File: config.mk
export PLATFORM = sky130hd
export DESIGN_NAME = big_core_mem_arb
export DESIGN_NICKNAME = d
export VERILOG_FILES = /design/src/rtl/big_core_mem_arb.sv
export SDC_FILE = /design/constraint.sdc
export NUM_CORES = 1
export LEC_CHECK = 0
export BUFFER_PORTS_ARGS = -buffer_cell sky130_fd_sc_hd__buf_2
export CORE_AREA = 2 2 150 152
export DETAILED_ROUTE_END_ITERATION = 10
export DIE_AREA = 0 0 152 154
export PLACE_DENSITY_LB_ADDON = 0.05
export SYNTH_ARGS = -nofsm -noshare
export SYNTH_HDL_FRONTEND = slang
export SYNTH_SLANG_ARGS = --single-unit
File: constraint.sdc
create_clock -name i_clk -period 2.35 [get_ports i_clk]
set_clock_uncertainty 0.1 [all_clocks]
set_input_delay 0.1175 -clock i_clk [delete_from_list [all_inputs] [get_ports i_clk]]
set_output_delay 0.1175 -clock i_clk [all_outputs]
set_load 0.02 [all_outputs]
File: src/rtl/big_core_mem_arb.sv
// big_core_mem_arb: two-port round-robin arbiter with bounded lock, region decode and
// fixed-latency read-response routing for the big_core data-side memories.
module big_core_mem_arb #(
   parameter int unsigned RD_LATENCY = 1,
   parameter int unsigned LOCK_MAX   = 16
) (
   input  logic        i_clk,
   input  logic        i_rst_n,
   input  logic        i_req0,
   input  logic        i_wr0,
   input  logic [31:0] i_addr0,
   input  logic [31:0] i_wr_data0,
   input  logic [3:0]  i_byte_en0,
   input  logic        i_lock0,
   output logic        o_ready0,
   output logic        o_rd_valid0,
   output logic [31:0] o_rd_data0,
   output logic        o_rd_err0,
   input  logic        i_req1,
   input  logic        i_wr1,
   input  logic [31:0] i_addr1,
   input  logic [31:0] i_wr_data1,
   input  logic [3:0]  i_byte_en1,
   input  logic        i_lock1,
   output logic        o_ready1,
   output logic        o_rd_valid1,
   output logic [31:0] o_rd_data1,
   output logic        o_rd_err1,
   output logic [31:0] o_mem_addr,
   output logic [31:0] o_mem_wr_data,
   output logic [3:0]  o_mem_byte_en,
   output logic        o_mem_wr,
   output logic        o_dmem_cs,
   output logic        o_cr_cs,
   output logic        o_vga_cs,
   input  logic [31:0] i_dmem_rd_data,
   input  logic [31:0] i_cr_rd_data,
   input  logic [31:0] i_vga_rd_data,
   output logic        o_lock_timeout
);

   localparam int unsigned CntW = (LOCK_MAX > 2) ? $clog2(LOCK_MAX) : 1;
   localparam logic [CntW-1:0] CntLast = CntW'(LOCK_MAX - 1);

   typedef enum logic {StArb, StLocked} state_e;
   typedef enum logic [1:0] {RgNone, RgDMem, RgCr, RgVga} region_e;

   typedef struct packed {
      logic    valid;
      logic    port;
      region_e region;
      logic    err;
   } rsp_t;

   state_e          r_state, w_state_d;
   logic            r_owner, w_owner_d;
   logic            r_last_grant;
   logic [CntW-1:0] r_lock_cnt, w_lock_cnt_d, w_cnt_inc;
   logic            w_gnt0, w_gnt1, w_gnt_any;
   logic            w_wr, w_lock, w_owner_lock, w_lock_timeout;
   logic [31:0]     w_addr, w_wr_data, w_rsp_data;
   logic [3:0]      w_byte_en;
   region_e         w_region;
   rsp_t            w_load, w_rsp;
   rsp_t            r_pipe [RD_LATENCY];

   // Grants are held off while reset is asserted so every output reads 0.
   always_comb begin
      w_gnt0 = 1'b0;
      w_gnt1 = 1'b0;
      if (i_rst_n) begin
         if (r_state == StLocked) begin
            w_gnt0 = i_req0 && !r_owner;
            w_gnt1 = i_req1 && r_owner;
         end else if (i_req0 && i_req1) begin
            w_gnt0 = r_last_grant;
            w_gnt1 = !r_last_grant;
         end else begin
            w_gnt0 = i_req0;
            w_gnt1 = i_req1;
         end
      end
   end

   assign w_gnt_any = w_gnt0 || w_gnt1;
   assign w_addr    = w_gnt1 ? i_addr1    : i_addr0;
   assign w_wr_data = w_gnt1 ? i_wr_data1 : i_wr_data0;
   assign w_byte_en = w_gnt1 ? i_byte_en1 : i_byte_en0;
   assign w_wr      = w_gnt1 ? i_wr1      : i_wr0;
   assign w_lock    = w_gnt1 ? i_lock1    : i_lock0;

   always_comb begin
      w_region = RgNone;
      if (w_gnt_any) begin
         if (w_addr >= 32'h0000_2000 && w_addr <= 32'h0000_3FFF) begin
            w_region = RgDMem;
         end else if (w_addr >= 32'h0000_4000 && w_addr <= 32'h0000_4FFF) begin
            w_region = RgCr;
         end else if (w_addr >= 32'h0000_5000 && w_addr <= 32'h0001_15FF) begin
            w_region = RgVga;
         end
      end
   end

   assign o_ready0      = w_gnt0;
   assign o_ready1      = w_gnt1;
   assign o_mem_addr    = w_gnt_any ? w_addr    : '0;
   assign o_mem_wr_data = w_gnt_any ? w_wr_data : '0;
   assign o_mem_byte_en = w_gnt_any ? w_byte_en : '0;
   assign o_mem_wr      = w_gnt_any && w_wr && (w_region != RgNone);
   assign o_dmem_cs     = (w_region == RgDMem);
   assign o_cr_cs       = (w_region == RgCr);
   assign o_vga_cs      = (w_region == RgVga);

   assign w_cnt_inc    = r_lock_cnt + 1'b1;
   assign w_owner_lock = r_owner ? i_lock1 : i_lock0;

   always_comb begin
      w_state_d      = r_state;
      w_owner_d      = r_owner;
      w_lock_cnt_d   = r_lock_cnt;
      w_lock_timeout = 1'b0;
      unique case (r_state)
         StArb: begin
            if (w_gnt_any && w_lock) begin
               w_state_d    = StLocked;
               w_owner_d    = w_gnt1;
               w_lock_cnt_d = '0;
            end
         end
         StLocked: begin
            w_lock_cnt_d = (r_lock_cnt == CntLast) ? CntLast : w_cnt_inc;
            if (!w_owner_lock) begin
               w_state_d    = StArb;
               w_lock_cnt_d = '0;
            end else if (w_cnt_inc == CntLast) begin
               // Entry access plus LOCK_MAX-1 locked cycles have been spent.
               w_state_d      = StArb;
               w_lock_cnt_d   = '0;
               w_lock_timeout = 1'b1;
            end
         end
      endcase
   end

   assign o_lock_timeout = w_lock_timeout;

   always_ff @(posedge i_clk or negedge i_rst_n) begin
      if (!i_rst_n) begin
         r_state      <= StArb;
         r_owner      <= 1'b0;
         r_last_grant <= 1'b1;
         r_lock_cnt   <= '0;
      end else begin
         r_state    <= w_state_d;
         r_owner    <= w_owner_d;
         r_lock_cnt <= w_lock_cnt_d;
         if (w_gnt_any) begin
            r_last_grant <= w_gnt1;
         end
      end
   end

   always_comb begin
      w_load        = '0;
      w_load.valid  = w_gnt_any && !w_wr;
      w_load.port   = w_gnt1;
      w_load.region = w_region;
      w_load.err    = (w_region == RgNone);
   end

   always_ff @(posedge i_clk or negedge i_rst_n) begin
      if (!i_rst_n) begin
         for (int i = 0; i < RD_LATENCY; i++) begin
            r_pipe[i] <= '0;
         end
      end else begin
         r_pipe[0] <= w_load;
         for (int i = 1; i < RD_LATENCY; i++) begin
            r_pipe[i] <= r_pipe[i-1];
         end
      end
   end

   assign w_rsp = r_pipe[RD_LATENCY-1];

   always_comb begin
      w_rsp_data = '0;
      case (w_rsp.region)
         RgDMem:  w_rsp_data = i_dmem_rd_data;
         RgCr:    w_rsp_data = i_cr_rd_data;
         RgVga:   w_rsp_data = i_vga_rd_data;
         default: w_rsp_data = '0;
      endcase
   end

   assign o_rd_valid0 = w_rsp.valid && !w_rsp.port;
   assign o_rd_valid1 = w_rsp.valid && w_rsp.port;
   assign o_rd_err0   = o_rd_valid0 && w_rsp.err;
   assign o_rd_err1   = o_rd_valid1 && w_rsp.err;
   assign o_rd_data0  = o_rd_valid0 ? w_rsp_data : '0;
   assign o_rd_data1  = o_rd_valid1 ? w_rsp_data : '0;

endmodule
Yosys cells after proc, flatten, opt, wreduce, memory -nomap -nowiden
Index checks and enable logic that the tools add are counted.
- add/sub/neg operators: 1
- magnitude comparators: 6
- equality and inequality tests: 9
- muxes and demuxes: 34
- bitwise operators: 1
- reductions and logical operators: 22
- operators by type and width (operator ; number):
    2-to-1 mux 32 bit ; 6
    one-hot mux 32 bit (3 select lines) ; 1
    greater-or-equal comparator 32 x 15 -> 1 bit (second input constant) ; 2
    greater-or-equal comparator 32 x 14 -> 1 bit (second input constant) ; 1
    <= comparator 32 x 14 -> 1 bit (second input constant) ; 1
    <= comparator 32 x 15 -> 1 bit (second input constant) ; 1
    <= comparator 32 x 17 -> 1 bit (second input constant) ; 1
    2-to-1 mux 4 bit ; 6
    2-to-1 mux 1 bit ; 15
    logical AND 1 bit ; 14
    == test 2 bit (second input constant) ; 4
    == test 4 bit (second input constant) ; 2
    2-to-1 mux 2 bit ; 4
    one-hot mux 4 bit (2 select lines) ; 1
    adder 4 x 1 -> 4 bit (second input constant) ; 1
    == test 2 x 1 -> 1 bit (second input constant) ; 2
    zero test 1 bit ; 4
    zero test 2 bit ; 1
    != test 2 bit (second input constant) ; 1
    one-hot mux 1 bit (2 select lines) ; 1
    AND reduction 2 bit ; 1
    nonzero test 2 bit ; 1
    logical OR 1 bit ; 1
    inverter 1 bit ; 1
- register bits after elaboration: 12
- input port bits: 240
- output and inout bits: 143
- logic and storage cells: 81

Depth between registers and ports, before layout
Gate-level depths: netlist of the first run.
- word-level depth: 13
- mapped depth: 6

Worst setup path before layout of the first run
No wires, ideal clock.
- path kind: register -> output
- from: register r_last_grant
- to: output o_mem_wr
- data arrival time: 1934 ps
- required time: 2132 ps
- path slack: 198 ps
- cell stages (with the launch flop): 6
- path through: dfstp_2 > nor2_1 > a221oi_2 > and3_1 > a31oi_1 > nor3_1
- word-level cells in the longest chain between the ends: 13
- RTL lines (element ; line ; text):
    from (decl) ; 57 ; logic r_last_grant;
    from (signal assigned) ; 159 ; r_last_grant <= w_gnt1;
    zero test 1 bit ; 77 ; w_gnt1 = !r_last_grant;
    2-to-1 mux 1 bit ; 75 ; end else if (i_req0 && i_req1) begin
    2-to-1 mux 1 bit ; 72 ; if (r_state == StLocked) begin
    2-to-1 mux 1 bit ; 71 ; if (i_rst_n) begin
    2-to-1 mux 32 bit ; 86 ; assign w_addr = w_gnt1 ? i_addr1 : i_addr0;
    greater-or-equal comparator 32 x 15 -> 1 bit / <= comparator 32 x 17 -> 1 bit (equally long branches) ; 99 ; end else if (w_addr >= 32'h0000_5000 && w_addr <= 32'h0001_15FF) begin
    logical AND 1 bit ; 99 ;
    2-to-1 mux 2 bit ; 99 ;
    2-to-1 mux 2 bit ; 97 ; end else if (w_addr >= 32'h0000_4000 && w_addr <= 32'h0000_4FFF) begin
    2-to-1 mux 2 bit ; 95 ; if (w_addr >= 32'h0000_2000 && w_addr <= 32'h0000_3FFF) begin
    2-to-1 mux 2 bit ; 94 ; if (w_gnt_any) begin
    nonzero test 2 bit ; 110 ; assign o_mem_wr = w_gnt_any && w_wr && (w_region != RgNone);
    logical AND 1 bit (*) ; 110 ;
    to (decl) ; 32 ; output logic o_mem_wr,
Mark *: on every way between the ends. The rest lies on a longest branch, timed or not.

Worst setup path after layout of the first run
- from: register r_state
- to: output o_mem_wr
- word-level cells in the longest chain between the ends: 11
- RTL lines (element ; line ; text):
    from (decl) ; 55 ; state_e r_state, w_state_d;
    from (signal assigned) ; 150 ; r_state <= StArb;
    from (signal assigned) ; 155 ; r_state <= w_state_d;
    2-to-1 mux 1 bit ; 72 ;
    2-to-1 mux 1 bit ; 71 ;
    2-to-1 mux 32 bit ; 86 ;
    greater-or-equal comparator 32 x 15 -> 1 bit / <= comparator 32 x 17 -> 1 bit (equally long branches) ; 99 ;
    logical AND 1 bit ; 99 ;
    2-to-1 mux 2 bit ; 99 ;
    2-to-1 mux 2 bit ; 97 ;
    2-to-1 mux 2 bit ; 95 ;
    2-to-1 mux 2 bit ; 94 ;
    nonzero test 2 bit ; 110 ;
    logical AND 1 bit (*) ; 110 ;
Marked as above.

==> metrics.md, run 1 <==
| Metric | Value |
|---|---|
| Fin util | 22.7% |
| Total Power | 1.81 mW |
| Post-synth EDFFs | 0 |
| Power Density | 367 nW/um^2 |
| Mapped cell area | 2500 sq um |
| Largest area contributor in the netlist | a22o_1 |
| Final hold vios | 0 |
| Crit path cell chain | nand3b_1 > o2111a_2 > mux2_2 > nor3b_4 > nor3_1 > buf_4 > clkbuf_4 |
| Most Used Layer, Global Route | met2 |
| Number of buffers created by CTS | 3 |
| Post-Place Worst Slack | 0.153 ns |
| Share of cells above drive strength 1 | 62.4% |
| Status | finished clean |
| Synth top area share | 23.8% |
| Met2 usage | 29.7% |
| CTS tree | built |
| Chip width | 152 um |
| Vias per cell | 4.32 |
| Vias post-DR | 4298 |
| Final Critical Period | 2.24 ns |
| Antenna Violating Nets Remaining | 0 |
| Routability cong. | 0.844 |
| Multi-input gate area | 2080 sq um |
| Synth cell types | 39 |
| Final hold slack | 0.0860 ns |
| Peak supply drop | 0.175 mV |
| R2r setup slk | 0.32 ns |
| Post-Place Cells | 986 |
| Top cells by area, synth | a22o_1 24%, mux2_2 16%, nor2_1 12% |
| GRT overflow | 0 |
| Async SR Flop Fraction | 100% |
| Chip height | 154 um |
| Port bufs | 382 |
| Worst path max stage delay | 0.39 ns |
| Critical setup path kind | reg -> out |
| Clock transition at path regs | 0.05 ns |
| Tightest Pin Transition | 0.503 ns |
| Syn_area_per_cell | 7.27 sq um |
| Worst Hold Path Cells | 3 |
| Later-pin clock latency in the skew report | 0.24 ns |
| Register area | 303 sq um |
| Die area | 23400 sq um |
| Crit path required time | 2.13 ns |
| Clk sinks | 12 |
| Design area | 4930 sq um |
| Initial antenna violation count | 3 |
| Root buffer cell | clkbuf_16 |
| Vias in the first global route | 4385 |
| Fillers | 2462 |
| Post-DP HPWL | 14.3 mm |
| P_leak | 2.65 nW |
| DRC errors left | 0 |
| CP max-delay cell | dfrtp_2 |
| Top Ports | 383 |
| Met3 usage | 2.93% |
| Final setup viols | 0 |
| Largest net degree at the start of global routing | 46 |
| Synth Flop Type | dfrtp_1 |
| Row count | 54 |
| RSZ-0062 raised after global routing | false |
| Core Region | 21700 sq um |
| Setup_tns | 0 ns |
| First-pass GRT wire length | 24.9 mm |
| Drt total wl | 16.8 mm |
| Syn_nets | 586 |
| Max Fanout on Critical Path | 5 |
| Synth Instances | 344 |
| Setup ws final | 0.111 ns |
| Number of max-cap violations | 0 |
| Initial drt markers | 182 |
| Final #Nets | 955 |
| Crit start category | flip-flop |
| Layout area overhead | 97.3% |
| Register area share after synthesis | 12.1% |
| Overall global routing resource usage | 13.3% |
| DR WL/cell | 16.9 um |
| Worst EP arrival | 2.02 ns |
| Slew headroom | 66.3% |
| #FFs+latches synth | 12 |
| DP Area | 4800 sq um |
| H-tree level count | 1 |
| Highest Clock Rate | 447 MHz |
| Post-synth top cells | 82 x nor2_1, 68 x a22o_1, 35 x mux2_2, 33 x a22oi_1, 27 x clkbuf_1 |
| Yosys warns | 0 |
| Met1 Use GR | 11.9% |
| Critical path endpoint category | primary output |
| Most numerous cell in the Yosys netlist | nor2_1 |
| Max-slew violations | 0 |
| Hold crit path type | in -> reg |
| Reg2reg path depth | 6 |
| Starting Density | 11.5% |
| Longest Clk Path Bufs | 2 |
| DR pass1 iterations | 4 |
| Non-Filler Instances | 994 |
| Period Utilization, post-route | 95.3% |
critical path, delay by kind of cell (launching register included):
family                 cells  cell delay [ns]
AND/OR/NAND/NOR            3             0.41
flip-flops                 1             0.39
multiplexers               1             0.39
buffers and inverters      2             0.31
AO/OA/AOI/OAI              1             0.27
cell usage in the layout (no fill, tap or decap), types with 2 or more instances in the layout:
master     count
a221o_1        2
a22o_1        68
ha_1           2
a31oi_1        2
mux2_2        34
o22a_1         2
a21o_1         3
nor2_1        82
a21oi_1        6
nor4_1         6
buf_12         3
nor4b_1        2
nand3_1        6
mux2i_1        3
buf_2        381
a22oi_1       33
diode_2        2
and2_1         3
nor2b_1        2
clkbuf_16      3
o21ai_0        5
nor3_1         4
nand2_1        5
buf_4         13
dfrtp_1       10
and3_1         2
inv_1          7
o31a_1         2
metal layers:
layer | up-vias | part of all wire (%)
li1 | 2059 | -
met1 | 1990 | 32
met2 | 236 | 59
met3 | 11 | 7.4
met4 | 2 | 0.91
met5 | - | 0.077
power by group:
part / switching (mW) / internal (mW)
clock network: 0.0905 / 0.228
logic: 0.681 / 0.516
registers: 0.0461 / 0.248
total: 0.817 / 0.993
sequential cells by signal, indices dropped and copies added, names as in the netlist:
signal and cells:
r_pipe 5, r_state 1, r_owner 1, r_last_grant 1
r_lock_cnt 4
cells by family after synthesis:
kind of cell | after synthesis | share of synthesized area [%]
simple gates | 119 | 21.0
buf+inv | 43 | 6.61
mux | 39 | 17.4
compound gates | 129 | 41.9
flops | 12 | 12.1
fa+ha+maj | 2 | 1.00
path summary, 6_finish.rpt:
path                                        endpoint               from
max in group asynchronous   r_last_grant$_DFFE_PN1P_            i_rst_n
min in group asynchronous        r_pipe[3]$_DFF_PN0_            i_rst_n
max                                         o_mem_wr  r_state$_DFF_PN0_
max reg2reg                r_lock_cnt[3]$_DFFE_PN0P_  r_state$_DFF_PN0_
min                              r_owner$_DFFE_PN0P_            i_lock1
min reg2reg                        r_state$_DFF_PN0_  r_state$_DFF_PN0_
layout make-up:
type / count / share of cell area, %
repair buffers: 400 / 42.4
flip-flops and latches: 12 / 6.14
multi-input cells: 289 / 42.1
diodes: 2 / 0.101
inverters: 7 / 0.533
clock buffers: 4 / 1.60
well taps: 280 / 7.10
what timing repair did:
item / CTS / global route
setup buffers: 0 / 1
gates cloned: 0 / 0
endpoints found under the setup margin: 1 / 1
hold buffers: 1 / 0
gates resized for setup: 3 / 5
endpoints found under the hold margin: 11 / 0
pin swaps: 0 / 1
Power figures use the tool's default switching activity.
==> inputs of run 2 (changes only) <==
--- a/config.mk
+++ b/config.mk
@@ -9,7 +9,7 @@
 export CORE_AREA = 2 2 150 152
 export DETAILED_ROUTE_END_ITERATION = 10
 export DIE_AREA = 0 0 152 154
-export PLACE_DENSITY_LB_ADDON = 0.05
+export PLACE_DENSITY = 0.48
 export SYNTH_ARGS = -nofsm -noshare
 export SYNTH_HDL_FRONTEND = slang
 export SYNTH_SLANG_ARGS = --single-unit
==> metrics.md, run 2 (synthesis results as in run 1) <==
| Metric | Value |
|---|---|
| Non-Filler Instances | 990 (-0.40%) |
| Hold Crit Endpoint | r_owner$_DFFE_PN0P_ |
| Final Critical Period | 2.23 ns (-0.00889 ns) |
| Internal power | 1.02 mW (+2.6%) |
| Core Region | 21700 sq um (unchanged) |
| Number of buffers created by CTS | 3 (unchanged) |
| Max-slew violations | 0 (unchanged) |
| Clk sinks | 12 (unchanged) |
| Peak supply drop | 0.205 mV (+18%) |
| P_leak | 2.64 nW (-0.34%) |
| Reg2reg end | r_lock_cnt[3]$_DFFE_PN0P_ |
| Reg2reg path depth | 6 (unchanged) |
| Starting Density | 11.5% (unchanged) |
| Overall global routing resource usage | 13.1% (-0.28 points) |
| Die area | 23400 sq um (unchanged) |
| Chip height | 154 um (unchanged) |
| DR WL/cell | 16.6 um (-1.8%) |
| Period Utilization, post-route | 94.9% (-0.38 points) |
| Ant diodes | 0 (-2) |
| RSZ-0062 raised after global routing | false |
| Clock transition at path regs | 0.04 ns (about the same) |
| Row count | 54 (unchanged) |
| Hold crit path type | in -> reg |
| DR pass1 iterations | 4 (unchanged) |
| Final hold vios | 0 (unchanged) |
| Min-delay src | i_lock1 |
| Largest net degree at the start of global routing | 73 (+59%) |
| Largest register FFs | 5 (unchanged) |
| Seq pwr share | 15.9% (-0.4 points) |
| DP Area | 4760 sq um (-0.68%) |
| Post-Place Cells | 985 (-0.10%) |
| First-pass GRT wire length | 24.4 mm (-1.9%) |
| Drt total wl | 16.5 mm (-2.2%) |
| Worst Hold Path Cells | 3 (unchanged) |
| Number of max-cap violations | 0 (unchanged) |
| Most common cell after layout, fill and taps aside | buf_2 |
| Worst EP arrival | 2.01 ns (about the same) |
| DRC errors left | 0 (unchanged) |
| CP max-delay cell | dfrtp_2 |
| R2r setup slk | 0.31 ns (about the same) |
| Initial drt markers | 207 (+14%) |
| Final #Nets | 953 (-0.21%) |
| Design area | 4920 sq um (-0.25%) |
| Critical path endpoint category | primary output |
| Longest Clk Path Bufs | 2 (unchanged) |
| Worst path max stage delay | 0.41 ns (+0.02 ns) |
| Max Fanout on Critical Path | 6 (+1) |
| Switching Fraction | 45.2% (+0.070 points) |
| Highest Clock Rate | 448 MHz (+0.40%) |
| Switching power | 0.841 mW (+2.9%) |
| Routability cong. | 0.812 (-3.8%) |
| Most frequent cells in the layout | 381 x buf_2, 82 x nor2_1, 68 x a22o_1 |
| Post-DP HPWL | 14.3 mm (about the same) |
| Largest Register | r_pipe |
| Top Ports | 383 (unchanged) |
| Tightest Pin Transition | 0.565 ns (+0.0617 ns) |
| Share of cells above drive strength 1 | 63.0% (+0.60 points) |
| Combinational share of power | 65.7% (-0.4 points) |
| Chip width | 152 um (unchanged) |
| Vias in the first global route | 4130 (-5.8%) |
| Final setup viols | 0 (unchanged) |
| Crit path required time | 2.13 ns (about the same) |
| Initial antenna violation count | 0 (-3) |
| Slew headroom | 62.3% (-4.1 points) |
| Port bufs | 382 (unchanged) |
| Fillers | 2502 (+1.6%) |
| Antenna Violating Nets Remaining | 0 (unchanged) |
| Critical setup path kind | reg -> out |
| Status | finished clean |
| Power Density | 378 nW/um^2 (+3.0%) |
| Top Registers | r_pipe: 5 flops, r_lock_cnt: 4 flops |
| Vias post-DR | 4250 (-1.1%) |
| Root buffer cell | clkbuf_16 |
| Crit path cell chain | nand3b_1 > o2111a_2 > mux2_2 > nor3b_2 > nor3_2 > buf_4 |
| GRT overflow | 0 (unchanged) |
| Vias per cell | 4.29 (-0.72%) |
| FF-to-FF Start | r_last_grant$_DFFE_PN1P_ |
| CTS tree | built |
| Later-pin clock latency in the skew report | 0.24 ns (about the same) |
| Crit start category | flip-flop |
| Layout area overhead | 96.8% |
| H-tree level count | 1 (unchanged) |
| Clock power share | 18.4% (+0.8 points) |
run 2: cell types whose count changed in the layout (fill, tap and decap cells not counted), moves of 2 or more:
cell,previous run,this run
mux2i_2,0,2
nor3_1,4,2
nor3_2,0,2
diode_2,2,0
run 2: how the worst max path moves through the flow:
stage               slack, ns  endpoint  depth (start not counted)                     start
floorplan                0.20  o_mem_wr                          5  r_last_grant$_DFFE_PN1P_
global placement         0.07  o_mem_wr                          6         r_state$_DFF_PN0_
detailed placement     -0.001  o_mem_wr                          6         r_state$_DFF_PN0_
CTS                     0.001  o_mem_wr                          7         r_state$_DFF_PN0_
global route            0.004  o_mem_wr                          6         r_state$_DFF_PN0_
finish                   0.12  o_mem_wr                          6         r_state$_DFF_PN0_
run 2: through the flow:
step                      utilization [%]  setup TNS (ns)  hold slack [ns]  worst slack (ns)  power, mW
after floorplan                         -               0           -0.278             0.198      0.942
after global placement               22.0               0           -0.121            0.0679       1.50
after detailed placement             22.0        -0.00119           -0.122          -0.00119       1.51
after CTS                            22.5               0           0.0909           0.00118       1.87
after global routing                 22.7               0            0.124           0.00403       1.98
final                                22.7               0           0.0787             0.120       1.86
run 2: layout make-up:
cell class	count	area [sq um]	area share (%)
multi-input cells	289	2080	42.2
well taps	280	350	7.12
repair buffers	398	2070	42.2
clock buffers	4	88.8	1.81
inverters	7	26.3	0.534
flip-flops and latches	12	303	6.15
run 2: per-layer routing:
layer	GRT usage [%]	routed length (um)	part of all wire [%]	up-vias
met5	0	0	0	-
met4	2.23	170	1.0	0
met3	2.09	1190	7.2	9
met2	25.0	8580	52	248
met1	15.4	6520	40	1941
li1	-	-	-	2052
run 2: worst max-delay path: cells and delay by family, from the launching register on:
| kind | cells | cell delay [ns] |
|---|---|---|
| flip-flops | 1 | 0.41 |
| multiplexers | 1 | 0.39 |
| AND/OR/NAND/NOR | 3 | 0.44 |
| buffers and inverters | 1 | 0.18 |
| AO/OA/AOI/OAI | 1 | 0.34 |
run 2: repair_timing:
item,CTS,global route
pin swaps,1,2
buffers inserted,0,0
setup endpoints to repair,1,5
resized for setup,5,9
hold buffers,1,0
endpoints found under the hold margin,11,0
run 2: power groups by stage:
stage                     combinational (mW)  sequential, mW  clock [mW]
final                                   1.22           0.296       0.342
after global routing                    1.32           0.302       0.362
after CTS                               1.23           0.296       0.347
after detailed placement                1.22           0.298           0
after global placement                  1.21           0.295           0
after floorplan                        0.660           0.282           0
==> inputs of run 3 (changes only) <==
==> config.mk (replaced) <==
export PLATFORM = sky130hd
export DESIGN_NAME = big_core_mem_arb
export DESIGN_NICKNAME = d
export VERILOG_FILES = /design/src/rtl/big_core_mem_arb.sv
export SDC_FILE = /design/constraint.sdc
export NUM_CORES = 1
export LEC_CHECK = 0
export ABC_AREA = 1
export BUFFER_PORTS_ARGS = -buffer_cell sky130_fd_sc_hd__buf_2
export CORE_AREA = 10 10 141 143
export DETAILED_ROUTE_END_ITERATION = 10
export DIE_AREA = 0 0 151 153
export PLACE_DENSITY = 0.59
export SYNTH_ARGS = -nofsm -noshare
export SYNTH_HDL_FRONTEND = slang
export SYNTH_SLANG_ARGS = --single-unit
==> metrics.md, run 3 <==
| Metric | Value |
|---|---|
| Post-synth EDFFs | 0 (unchanged) |
| Initial antenna violation count | 1 (+1) |
| Non-Filler Instances | 1301 (+31%) |
| Final setup viols | 4 (+4) |
| Hold crit path type | in -> reg |
| Root buffer cell | clkbuf_16 |
| Reg2reg end | r_pipe[1]$_DFF_PN0_ |
| Most frequent cells in the layout | 376 x buf_2, 223 x nand2_1, 125 x inv_1 |
| CP max-delay cell | dfstp_2 |
| Critical setup path kind | reg -> out |
| Post-synth top cells | 250 x nand2_1, 129 x inv_1, 113 x nor2_1, 51 x a21oi_1, 39 x nand3_1 |
| Most common cell after layout, fill and taps aside | buf_2 |
| Starting Density | 18.4% (+6.9 points) |
| Most numerous cell in the Yosys netlist | nand2_1 |
| Chip height | 153 um (-0.65%) |
| Antenna Violating Nets Remaining | 0 (unchanged) |
| Top Registers | r_pipe: 5 flops, r_lock_cnt: 4 flops |
| Crit start category | flip-flop |
| Max Fanout on Critical Path | 7 (+1) |
| #FFs+latches synth | 12 (unchanged) |
| Slew headroom | 62.1% (-0.13 points) |
| DR WL/cell | 15.4 um (-7.6%) |
| Chip width | 151 um (-0.66%) |
| Async SR Flop Fraction | 100% (unchanged) |
| Highest Clock Rate | 388 MHz (-13%) |
| Crit path cell chain | nand3_4 > nand3_4 > buf_6 > nand2_2 > nand2_2 > nand2_2 > nor2_2 > nand2_2 > nor2_4 > nand3_4 > a31oi_4 > nand2_1 > inv_1 > buf_6 |
| H-tree level count | 1 (unchanged) |
| Reg2reg path depth | 13 (+7) |
| Post-Place Cells | 1273 (+29%) |
| Synth Instances | 684 (+99%) |
| Mapped cell area | 3140 sq um (+26%) |
| Critical path endpoint category | primary output |
| Port bufs | 382 (unchanged) |
| Worst path max stage delay | 0.55 ns (+0.14 ns) |
| Top cells by area, synth | nand2_1 30%, inv_1 15%, nor2_1 14% |
| Routability cong. | 0.874 (+7.6%) |
| Max-slew violations | 0 (unchanged) |
| P_leak | 4.17 nW (+58%) |
| Yosys warns | 0 (unchanged) |
| First-pass GRT wire length | 29.1 mm (+19%) |
| Status | finished with violations |
| Period Utilization, post-route | 110% (+15 points) |
| Synth Flop Type | dfrtp_1 |
| Overall global routing resource usage | 15.2% (+2.2 points) |
| Layout area overhead | 91.6% |
| Switching power | 1.42 mW (+68%) |
| Share of cells above drive strength 1 | 45.6% (-17 points) |
| Crit path from | r_last_grant$_DFFE_PN1P_ |
| Ant diodes | 0 (unchanged) |
| Setup ws final | -0.225 ns (-0.345 ns) |
| Largest net degree at the start of global routing | 44 (-40%) |
| Vias in the first global route | 5398 (+31%) |
| Crit path required time | 2.13 ns (about the same) |
| Die area | 23100 sq um (-1.3%) |
| Largest area contributor in the netlist | nand2_1 |
| Final Critical Period | 2.57 ns (+0.345 ns) |
| DP Area | 5380 sq um (+13%) |
| DR pass1 iterations | 6 (+2) |
| Later-pin clock latency in the skew report | 0.24 ns (about the same) |
| Register area share after synthesis | 9.60% (-2.5 points) |
| Critical Path End | o_mem_wr |
| Syn_area_per_cell | 4.59 sq um (-37%) |
| Tightest Pin Transition | 0.566 ns (+0.00148 ns) |
| RSZ-0062 raised after global routing | true |
| DRC errors left | 0 (unchanged) |
| Top Ports | 383 (unchanged) |
| Failing checks | setup timing |
| GRT overflow | 0 (unchanged) |
| Fillers | 1937 (-23%) |
| Internal power | 1.32 mW (+30%) |
| Design area | 6020 sq um (+22%) |
| Number of buffers created by CTS | 3 (unchanged) |
| FF-to-FF Start | r_last_grant$_DFFE_PN1P_ |
| Vias post-DR | 5545 (+30%) |
| Clock transition at path regs | 0.04 ns (about the same) |
| Clk sinks | 12 (unchanged) |
| Worst EP arrival | 2.36 ns (+0.35 ns) |
| Clock power share | 12.9% (-5.5 points) |
| Drt total wl | 20.0 mm (+21%) |
| Peak supply drop | 0.247 mV (+20%) |
| Largest Register | r_pipe |
| Row count | 48 (-11%) |
| CTS tree | built |
| Synth top area share | 29.9% (+6.0 points) |
| Seq pwr share | 10.8% (-5.1 points) |
| Final hold vios | 0 (unchanged) |
| Most frequent CP cell | nand2_2 |
| Longest Clk Path Bufs | 2 (unchanged) |
| Syn_nets | 926 (+58%) |
| Synth cell types | 32 (-18%) |
| Vias per cell | 4.26 (-0.72%) |
| Combinational share of power | 76.3% (+11 points) |
| Core Region | 17100 sq um (-21%) |
| Post-DP HPWL | 16.1 mm (+12%) |
| Largest register FFs | 5 (unchanged) |
| Final #Nets | 1319 (+38%) |
| Switching Fraction | 51.7% (+6.5 points) |
| Number of max-cap violations | 0 (unchanged) |
| Initial drt markers | 210 (+1.4%) |
| Power Density | 455 nW/um^2 (+20%) |
| R2r setup slk | 0.12 ns (-0.19 ns) |
## run 3: cell types whose count changed after synthesis, moves of 16 or more
cell / change
nor2_1: +31
a22o_1: -68
nand2_1: +245
a21oi_1: +45
a22oi_1: -33
mux2_2: -35
nand3_1: +33
inv_1: +122
nand4_1: +16
## run 3: stage by stage
stage / setup slack, ns / utilization (%) / total power, mW / setup TNS (ns) / hold slack, ns
finish: -0.225 / 35.3 / 2.74 / -0.664 / 0.166
global route: -0.358 / 35.3 / 2.96 / -1.16 / 0.207
CTS: -0.171 / 33.2 / 2.54 / -0.551 / 0.150
detailed placement: 0.0446 / 31.5 / 2.08 / 0 / -0.0273
global placement: 0.0958 / 31.5 / 2.08 / 0 / -0.0251
floorplan: 0.237 / - / 1.35 / 0 / -0.278
## run 3: logic make-up after synthesis
family,share of synthesized area [%]
AOI/OAI and AO/OA,12.5
xor gates and xnor gates,0.558
DFF,9.60
and+or+nand+nor,55.3
buffers and inverters,21.2
adders and majority gates,0.796
## run 3: what timing repair did
item                                    CTS  global route
endpoints found under the setup margin   41            47
buffers inserted                          6            12
resized for setup                        25            59
hold buffers                              1             0
gates cloned                              2             3
pin swaps                                 5            15
endpoints found under the hold margin    12             0
## run 3: power by group through the flow
stage          combinational [mW]  clock, mW  sequential [mW]
2_1_floorplan                1.06          0            0.289
3_3_place_gp                 1.79          0            0.296
3_5_place_dp                 1.78          0            0.299
4_1_cts                      1.89      0.355            0.295
5_1_grt                      2.29      0.372            0.299
6_report                     2.09      0.354            0.295
## run 3: routing by layer
| metal | track usage (%) | wire, um |
|---|---|---|
| met1 | 16.8 | 7420 |
| met2 | 27.5 | 9920 |
| met3 | 5.31 | 2420 |
| met4 | 2.57 | 235 |
| met5 | 0 | 9 |
## run 3: layout make-up
class | count | area [sq um] | share of cell area (%)
multi-input combinational | 502 | 2380 | 39.6
tap | 225 | 282 | 4.68
inverter | 131 | 494 | 8.21
clock buffer | 4 | 88.8 | 1.48
sequential | 12 | 302 | 5.01
timing repair buffer | 427 | 2470 | 41.1
## run 3: worst min path at each step
stage                                endpoint  cells after the start     from
floorplan           r_lock_cnt[0]$_DFFE_PN0P_                      0  i_rst_n
global placement          r_pipe[3]$_DFF_PN0_                      2  i_rst_n
detailed placement        r_pipe[3]$_DFF_PN0_                      2  i_rst_n
CTS                       r_pipe[4]$_DFF_PN0_                      4    i_wr1
global route              r_pipe[4]$_DFF_PN0_                      4    i_wr1
finish                    r_pipe[4]$_DFF_PN0_                      4    i_wr1
## run 3: worst max-delay path, delay by kind of cell, from the launching register on
kind	cells	cell delay, ns
simple gates	10	0.99
flops	1	0.55
buf+inv	3	0.36
compound gates	1	0.21
